$ cat config.mk
export PLATFORM = sky130hd
export DESIGN_NAME = proc_core_param_flat
export DESIGN_NICKNAME = d
export VERILOG_FILES = /design/src/rtl/proc_core_param_if.sv /design/src/rtl/proc_core_param.sv /design/src/flat_wrapper.sv
export SDC_FILE = /design/constraint.sdc
export NUM_CORES = 1
export LEC_CHECK = 0
export ABC_CLOCK_PERIOD_IN_PS = 9700
export BUFFER_PORTS_ARGS = -buffer_cell sky130_fd_sc_hd__buf_2
export CAP_MARGIN = 5
export CORE_MARGIN = 2
export CORE_UTILIZATION = 35
export CTS_CLUSTER_DIAMETER = 100
export CTS_CLUSTER_SIZE = 16
export DETAILED_ROUTE_END_ITERATION = 16
export GPL_ROUTABILITY_DRIVEN = 0
export PLACE_DENSITY = 0.48
export SLEW_MARGIN = 10
export SYNTH_ARGS = -nofsm -noshare
export SYNTH_HDL_FRONTEND = slang
export SYNTH_SLANG_ARGS = --single-unit
export TNS_END_PERCENT = 20
$ cat constraint.sdc
create_clock -name Clk -period 9.7 [get_ports Clk]
set_input_delay 1.94 -clock Clk [delete_from_list [all_inputs] [get_ports Clk]]
set_output_delay 1.94 -clock Clk [all_outputs]
set_load 0.01 [all_outputs]
$ cat src/rtl/proc_core_param_if.sv
// Memory-side bus of proc_core_param: instruction fetch port and data access port,
// each a level request held stable until the memory returns a one-cycle ack.
interface proc_core_param_if #(
  parameter int DATA_W = 16,
  parameter int PC_W   = 8
);
  logic              imem_req;
  logic [PC_W-1:0]   imem_addr;
  logic              imem_ack;
  logic [15:0]       imem_rdata;
  logic              dmem_req;
  logic              dmem_we;
  logic [7:0]        dmem_addr;
  logic [DATA_W-1:0] dmem_wdata;
  logic              dmem_ack;
  logic [DATA_W-1:0] dmem_rdata;

  modport master (
    output imem_req, imem_addr, dmem_req, dmem_we, dmem_addr, dmem_wdata,
    input  imem_ack, imem_rdata, dmem_ack, dmem_rdata
  );

  modport slave (
    input  imem_req, imem_addr, dmem_req, dmem_we, dmem_addr, dmem_wdata,
    output imem_ack, imem_rdata, dmem_ack, dmem_rdata
  );
endinterface

$ cat src/rtl/proc_core_param.sv
// Parametrised multi-cycle core: FSM, register file and ALU behind valid/ack memory ports.
// Optional build macro PROC_ILLEGAL_TRAP_EN: illegal opcodes trap to ERROR instead of acting as NOOP.
module proc_core_param #(
  parameter int DATA_W = 16,
  parameter int PC_W   = 8,
  parameter int NREG   = 16
) (
  input  logic                 Clk,
  input  logic                 Reset,
  proc_core_param_if.master    bus,
  output logic                 halted,
  output logic [15:0]          IR_Out,
  output logic [PC_W-1:0]      PC_Out,
  output logic [3:0]           StateO,
  output logic [DATA_W-1:0]    ALU_Out,
  output logic [DATA_W-1:0]    RQ0
);

  localparam int RIDX_W = (NREG > 1) ? $clog2(NREG) : 1;

  localparam logic [3:0] OP_NOOP  = 4'h0;
  localparam logic [3:0] OP_STORE = 4'h1;
  localparam logic [3:0] OP_LOAD  = 4'h2;
  localparam logic [3:0] OP_ADD   = 4'h3;
  localparam logic [3:0] OP_SUB   = 4'h4;
  localparam logic [3:0] OP_HALT  = 4'h5;
  localparam logic [3:0] OP_JZ    = 4'h6;

  typedef enum logic [3:0] {
    S_INIT   = 4'd0,
    S_FETCH  = 4'd1,
    S_DECODE = 4'd2,
    S_EXEC   = 4'd3,
    S_MEM    = 4'd4,
    S_HALT   = 4'd5,
    S_ERROR  = 4'd6
  } state_t;

  state_t              state_q, state_d;
  logic [PC_W-1:0]     pc_q, pc_d;
  logic [15:0]         ir_q, ir_d;
  logic                imem_req_q, imem_req_d;
  logic                dmem_req_q, dmem_req_d;
  logic                dmem_we_q, dmem_we_d;
  logic [7:0]          dmem_addr_q, dmem_addr_d;
  logic [DATA_W-1:0]   dmem_wdata_q, dmem_wdata_d;
  logic                halted_q, halted_d;

  logic [DATA_W-1:0]   rf_q [NREG];
  logic                rf_we;
  logic [RIDX_W-1:0]   rf_waddr;
  logic [DATA_W-1:0]   rf_wdata;

  logic [3:0]          op;
  logic [RIDX_W-1:0]   ra, rb, rd;
  logic [DATA_W-1:0]   rf_a, rf_b, alu_res;

  function automatic logic [DATA_W-1:0] alu_f(input logic [3:0] opc,
                                              input logic [DATA_W-1:0] a,
                                              input logic [DATA_W-1:0] b);
    case (opc)
      OP_ADD:  return a + b;
      OP_SUB:  return a - b;
      default: return a;
    endcase
  endfunction

  assign op      = ir_q[15:12];
  assign ra      = ir_q[8 +: RIDX_W];
  assign rb      = ir_q[4 +: RIDX_W];
  assign rd      = ir_q[0 +: RIDX_W];
  assign rf_a    = rf_q[ra];
  assign rf_b    = rf_q[rb];
  assign alu_res = alu_f(op, rf_a, rf_b);

  always_comb begin
    state_d      = state_q;
    pc_d         = pc_q;
    ir_d         = ir_q;
    dmem_we_d    = dmem_we_q;
    dmem_addr_d  = dmem_addr_q;
    dmem_wdata_d = dmem_wdata_q;
    rf_we        = 1'b0;
    rf_waddr     = rd;
    rf_wdata     = alu_res;

    unique case (state_q)
      S_INIT: state_d = S_FETCH;
      S_FETCH: begin
        if (bus.imem_ack) begin
          ir_d    = bus.imem_rdata;
          pc_d    = pc_q + PC_W'(1);
          state_d = S_DECODE;
        end
      end
      S_DECODE: begin
        case (op)
          OP_NOOP: state_d = S_FETCH;
          OP_STORE, OP_LOAD: begin
            // Access qualifiers are latched here so they stay stable across wait states.
            dmem_we_d    = (op == OP_STORE);
            dmem_addr_d  = ir_q[7:0];
            dmem_wdata_d = rf_a;
            state_d      = S_MEM;
          end
          OP_ADD, OP_SUB, OP_JZ: state_d = S_EXEC;
          OP_HALT: state_d = S_HALT;
          default: begin
`ifdef PROC_ILLEGAL_TRAP_EN
            state_d = S_ERROR;
`else
            state_d = S_FETCH;
`endif
          end
        endcase
      end
      S_EXEC: begin
        if (op == OP_ADD || op == OP_SUB) begin
          rf_we = 1'b1;
        end else if (op == OP_JZ && rf_a == '0) begin
          pc_d = PC_W'(ir_q[7:0]);
        end
        state_d = S_FETCH;
      end
      S_MEM: begin
        if (bus.dmem_ack) begin
          if (!dmem_we_q) begin
            rf_we    = 1'b1;
            rf_waddr = ra;
            rf_wdata = bus.dmem_rdata;
          end
          dmem_we_d = 1'b0;
          state_d   = S_FETCH;
        end
      end
      S_HALT, S_ERROR: state_d = state_q;
      default: state_d = S_INIT;
    endcase

    // Request/status outputs are registered from the state being entered.
    imem_req_d = (state_d == S_FETCH);
    dmem_req_d = (state_d == S_MEM);
    halted_d   = (state_d == S_HALT) || (state_d == S_ERROR);
  end

  always_ff @(posedge Clk or negedge Reset) begin
    if (!Reset) begin
      state_q    <= S_INIT;
      pc_q       <= '0;
      ir_q       <= '0;
      imem_req_q <= 1'b0;
      dmem_req_q <= 1'b0;
      dmem_we_q  <= 1'b0;
      halted_q   <= 1'b0;
      for (int i = 0; i < NREG; i++) rf_q[i] <= '0;
    end else begin
      state_q    <= state_d;
      pc_q       <= pc_d;
      ir_q       <= ir_d;
      imem_req_q <= imem_req_d;
      dmem_req_q <= dmem_req_d;
      dmem_we_q  <= dmem_we_d;
      halted_q   <= halted_d;
      if (rf_we) rf_q[rf_waddr] <= rf_wdata;
    end
  end

  always_ff @(posedge Clk) begin
    dmem_addr_q  <= dmem_addr_d;
    dmem_wdata_q <= dmem_wdata_d;
  end

  assign bus.imem_req   = imem_req_q;
  assign bus.imem_addr  = pc_q;
  assign bus.dmem_req   = dmem_req_q;
  assign bus.dmem_we    = dmem_we_q;
  assign bus.dmem_addr  = dmem_addr_q;
  assign bus.dmem_wdata = dmem_wdata_q;

  assign halted  = halted_q;
  assign IR_Out  = ir_q;
  assign PC_Out  = pc_q;
  assign StateO  = state_q;
  assign ALU_Out = alu_res;
  assign RQ0     = rf_q[0];

endmodule

$ cat src/flat_wrapper.sv
// flat-port wrapper written by rule: the top's interface ports become plain ports
module proc_core_param_flat 
#(
  parameter int DATA_W = 16,
  parameter int PC_W   = 8,
  parameter int NREG   = 16
)
  (Clk, Reset, halted, IR_Out, PC_Out, StateO, ALU_Out, RQ0, bus_imem_req, bus_imem_addr, bus_dmem_req, bus_dmem_we, bus_dmem_addr, bus_dmem_wdata, bus_imem_ack, bus_imem_rdata, bus_dmem_ack, bus_dmem_rdata);
  proc_core_param_if #(.DATA_W(DATA_W), .PC_W(PC_W)) bus_i ();
  input  logic Clk;
  input  logic Reset;
  output logic halted;
  output logic [15:0] IR_Out;
  output logic [PC_W-1:0] PC_Out;
  output logic [3:0] StateO;
  output logic [DATA_W-1:0] ALU_Out;
  output logic [DATA_W-1:0] RQ0;
  output wire logic [$bits(bus_i.imem_req)-1:0] bus_imem_req;
  output wire logic [$bits(bus_i.imem_addr)-1:0] bus_imem_addr;
  output wire logic [$bits(bus_i.dmem_req)-1:0] bus_dmem_req;
  output wire logic [$bits(bus_i.dmem_we)-1:0] bus_dmem_we;
  output wire logic [$bits(bus_i.dmem_addr)-1:0] bus_dmem_addr;
  output wire logic [$bits(bus_i.dmem_wdata)-1:0] bus_dmem_wdata;
  input wire logic [$bits(bus_i.imem_ack)-1:0] bus_imem_ack;
  input wire logic [$bits(bus_i.imem_rdata)-1:0] bus_imem_rdata;
  input wire logic [$bits(bus_i.dmem_ack)-1:0] bus_dmem_ack;
  input wire logic [$bits(bus_i.dmem_rdata)-1:0] bus_dmem_rdata;
  assign bus_imem_req = bus_i.imem_req;
  assign bus_imem_addr = bus_i.imem_addr;
  assign bus_dmem_req = bus_i.dmem_req;
  assign bus_dmem_we = bus_i.dmem_we;
  assign bus_dmem_addr = bus_i.dmem_addr;
  assign bus_dmem_wdata = bus_i.dmem_wdata;
  assign bus_i.imem_ack = bus_imem_ack;
  assign bus_i.imem_rdata = bus_imem_rdata;
  assign bus_i.dmem_ack = bus_dmem_ack;
  assign bus_i.dmem_rdata = bus_dmem_rdata;
  proc_core_param #(.DATA_W(DATA_W), .PC_W(PC_W), .NREG(NREG)) u_core (.Clk(Clk), .Reset(Reset), .bus(bus_i), .halted(halted), .IR_Out(IR_Out), .PC_Out(PC_Out), .StateO(StateO), .ALU_Out(ALU_Out), .RQ0(RQ0));
endmodule
==> summary.txt <==
Outcome
  – Outcome: completed

Synthesis
  – Register area share after synthesis: 0.4557
  – Dominant synthesized flop cell: dfrtp_1
  – Synth area leaders: dfrtp_1 41%, mux4_2 18%, mux2_2 12%
  – Biggest area consumer among synthesized cells: dfrtp_1
  – Synth Warn #: 0
  – Netlist cell types: 67
  – Yosys reg bits: 312
  – Cell Area, Synth: 17,400 sq um
  – Post-synth EDFFs: 24
  – Count leader, synth: dfrtp_1
  – Syn Inst Count: approximately 1,400
  – Synth top cells by count: 288 x dfrtp_1, 183 x mux2_2, 145 x nand2_1, 141 x mux4_2, 103 x o21ai_0
  – Syn Area/Cell: 12.76 sq um
  – Syn Nets: 1,421
  – Async SR Flop Fraction: 0.9231
  – Top cell type's share of synthesized area: 0.4142

Worst hold path
  – Worst Hold Depth: 2
  – Worst Hold Path EP: u_core.rf_q[14]$_DFFE_PN0P_
  – Worst Hold Class: flop to flop
  – Min-Delay Startpoint: u_core.rf_q[14]$_DFFE_PN0P_

STA
  – PnR worst setup slack: 1.403 ns
  – Slew headroom: 0.2240
  – Clk_skew: about 0.013 ns
  – Final Max Tran Viols: 0
  – RSZ-0062 raised after global routing: false
  – Setup violations, final: 0
  – Worst-margin pin slew: 1.160 ns
  – Fmax: 120.5 MHz
  – Final hold vios: 0
  – Setup TNS: 0 ns
  – Post-layout min period: between 8 and 9 ns
  – Fin crit share: 0.8553
  – Min Hold Slack: ~0.50 ns

Routing
  – Drt initial violations: between 900 and 1,000
  – DRC Markers: 0
  – WL per Instance: 25.56 um
  – Vias/cell: ~5.6
  – Drt first pass iters: 5
  – Final WL: 53,450 um
  – Routed via count: 11,690
  – Post-DRT Antenna Nets: 0

Finish
  – Antenna Cells: 0
  – Filler cell count: 4,737
  – Layout Cell Area excl Fill: approximately 19,000 sq um
  – Final #Nets: roughly 1,500
  – Final Util: 0.3900
  – Area Overhead vs Synth: 9.946%
  – Finished Layout Cells: 2,091
  – Share of post-route cells with drive strength above 1: 0.3826

Clock network
  – CTS tree: built
  – Post_cts resized: 0
  – Clk slew on worst S/H paths: 0.08 ns
  – Post-CTS setup buffers: 0
  – CTS Hold Bufs: 0
  – Clock Sinks: 312
  – Worst skew pair latency: ~0.55 ns
  – H-tree Lvls: 1
  – CTS Buf Count: 23
  – Clock root cell: clkbuf_16
  – CTS max path bufs: 3

Setup path
  – Worst setup SP type: flop
  – Crit-path cells: buf_4 -> mux4_2 -> a22oi_1 -> nand2_1 -> nor4b_2 -> nor4bb_1 -> a21oi_1 -> xnor2_1 -> ha_1 -> or2_2 -> a31oi_1 -> a21oi_1 -> a31o_2 -> nor4b_2 -> o21ai_1 -> or2b_1 -> buf_2
  – Critical Path Max Stage Delay: slightly below 1 ns
  – Setup crit start: u_core.IR_Out[4]$_DFFE_PN0P_
  – CP max FO: 43
  – Flop-to-flop setup slack: roughly 3.2 ns
  – Reg-to-Reg End: u_core.RQ0[15]$_DFFE_PN0P_
  – Slowest CP cell: dfrtp_4
  – CP Capture Type: output pin
  – Data required time of the worst path: slightly below 8 ns
  – R2r worst-path depth: 17
  – Critical path class: flop to output pin
  – Critical path arrival: about 6.4 ns
  – Kind of cell adding the most delay to the critical path: simple AND/OR/NAND/NOR gates
  – Reg2Reg Launch Point: u_core.IR_Out[4]$_DFFE_PN0P_
  – Crit path buf inv count: 2

Global route
  – Largest net degree at the start of global routing: roughly 120
  – GRT overflow: 0
  – Vias in the first global route: roughly 12,000
  – Initial antenna violation count: 0
  – Total GRT Usage: 0.2097
  – First-pass GRT wire length: 79,720 um

Power and ir drop
  – Tot Pwr: 3.464 mW
  – Power per cell area: between 150 and 200 nW/um^2
  – Leakage: around 8.5 nW
  – Peak VDD IR: approximately 110 uV

Place
  – Placed cells: 2,061
  – Setup WS pre-CTS: slightly below 2 ns
  – Dpl cell area: 18,510 sq um
  – Post-DP HPWL: roughly 34,000 um
  – Port buffer count: 131

Die
  – Die X: 227.0 um
  – Initial Util: 0.3547
  – CORE AREA: 49,050 sq um
  – Die height: 227.0 um
  – # IOs: around 130
  – Row count: 81
  – Die ar.: 51,510 sq um

Job
  – Max Cap Violations: 0
routing by layer:
layer  vias up  GRT usage  share of wire
li1       5182          -              -
met1      6114     0.2970           0.46
met2       330     0.3425           0.47
met3        59    0.02917          0.048
met4         0    0.05039          0.020
met5         -          0              0
logic make-up after synthesis:
family	synth area share
and+or+nand+nor	0.07767
AOI/OAI and AO/OA	0.07968
other	0.0002155
buffers and inverters	0.04229
adders and majority gates	0.01553
DFF	0.4557
muxes	0.3184
xor gates and xnor gates	0.01057
tightest hold or removal path, stage by stage (launching register included):
cell	delay [ns]
dfrtp_1	0.36
nand2_1	0.05
o21ai_0	0.06
how the worst max path moves through the flow:
| stage | to | slack, ns | cells past startpoint |
|---|---|---|---|
| floorplan | ALU_Out[10] | 3.15 | 16 |
| global placement | ALU_Out[15] | 2.08 | 18 |
| detailed placement | ALU_Out[15] | 1.99 | 18 |
| CTS | ALU_Out[15] | 1.37 | 18 |
| global route | ALU_Out[15] | 0.95 | 17 |
| finish | ALU_Out[15] | 1.40 | 17 |
area by class of cell:
class                           instances  area, sq um  area share
Multi-Input combinational cell        903         8762      0.4581
Sequential cell                       312         7939      0.4150
Timing Repair Buffer                  161        903.4     0.04723
Tap cell                              664        830.8     0.04343
Clock buffer                           29        608.1     0.03179
Inverter                               21        78.83    0.004121
Clock inverter                          1        6.256   0.0003271
power by group:
| part | internal [mW] | total, mW | switching (mW) |
|---|---|---|---|
| Combinational | 0.421 | 1.05 | 0.626 |
| Sequential | 1.36 | 1.51 | 0.150 |
| Clock | 0.437 | 0.910 | 0.473 |
registers in the layout (all words and copies together), names as in the netlist:
| signal | count |
|---|---|
| u_core.bus.dmem_req | 1 |
| u_core.bus.dmem_addr | 8 |
| u_core.bus.dmem_wdata | 16 |
| u_core.RQ0 | 16 |
| u_core.IR_Out | 16 |
| u_core.bus.imem_req | 1 |
| u_core.bus.dmem_we | 1 |
| u_core.StateO | 4 |
| u_core.halted | 1 |
| u_core.rf_q | 240 |
| u_core.PC_Out | 8 |
placed cells by master (no fill, tap or decap), types with 5 or more instances in the layout:
cell / synthesis / layout
a21oi_1: 39 / 39
a221oi_1: 5 / 5
a22oi_1: 12 / 12
a31oi_1: 6 / 6
and2_1: 6 / 6
buf_2: 5 / 130
buf_4: 24 / 29
clkbuf_1: 66 / 5
clkbuf_16: 0 / 23
dfrtp_1: 288 / 283
edfxtp_1: 24 / 24
ha_1: 20 / 20
inv_1: 20 / 20
mux2_2: 183 / 183
mux2i_1: 16 / 14
mux4_1: 5 / 5
mux4_2: 141 / 141
nand2_1: 145 / 140
nand2_2: 0 / 5
nand2b_1: 11 / 9
nand3_1: 12 / 12
nand3b_1: 10 / 10
nor2_1: 53 / 52
nor2b_1: 12 / 12
nor3_1: 14 / 14
nor4_1: 6 / 6
o21a_1: 6 / 6
o21ai_0: 103 / 103
o31ai_1: 11 / 11
o31ai_2: 11 / 11
xnor2_1: 16 / 16
xor2_1: 5 / 5
Power figures use the tool's default switching activity.
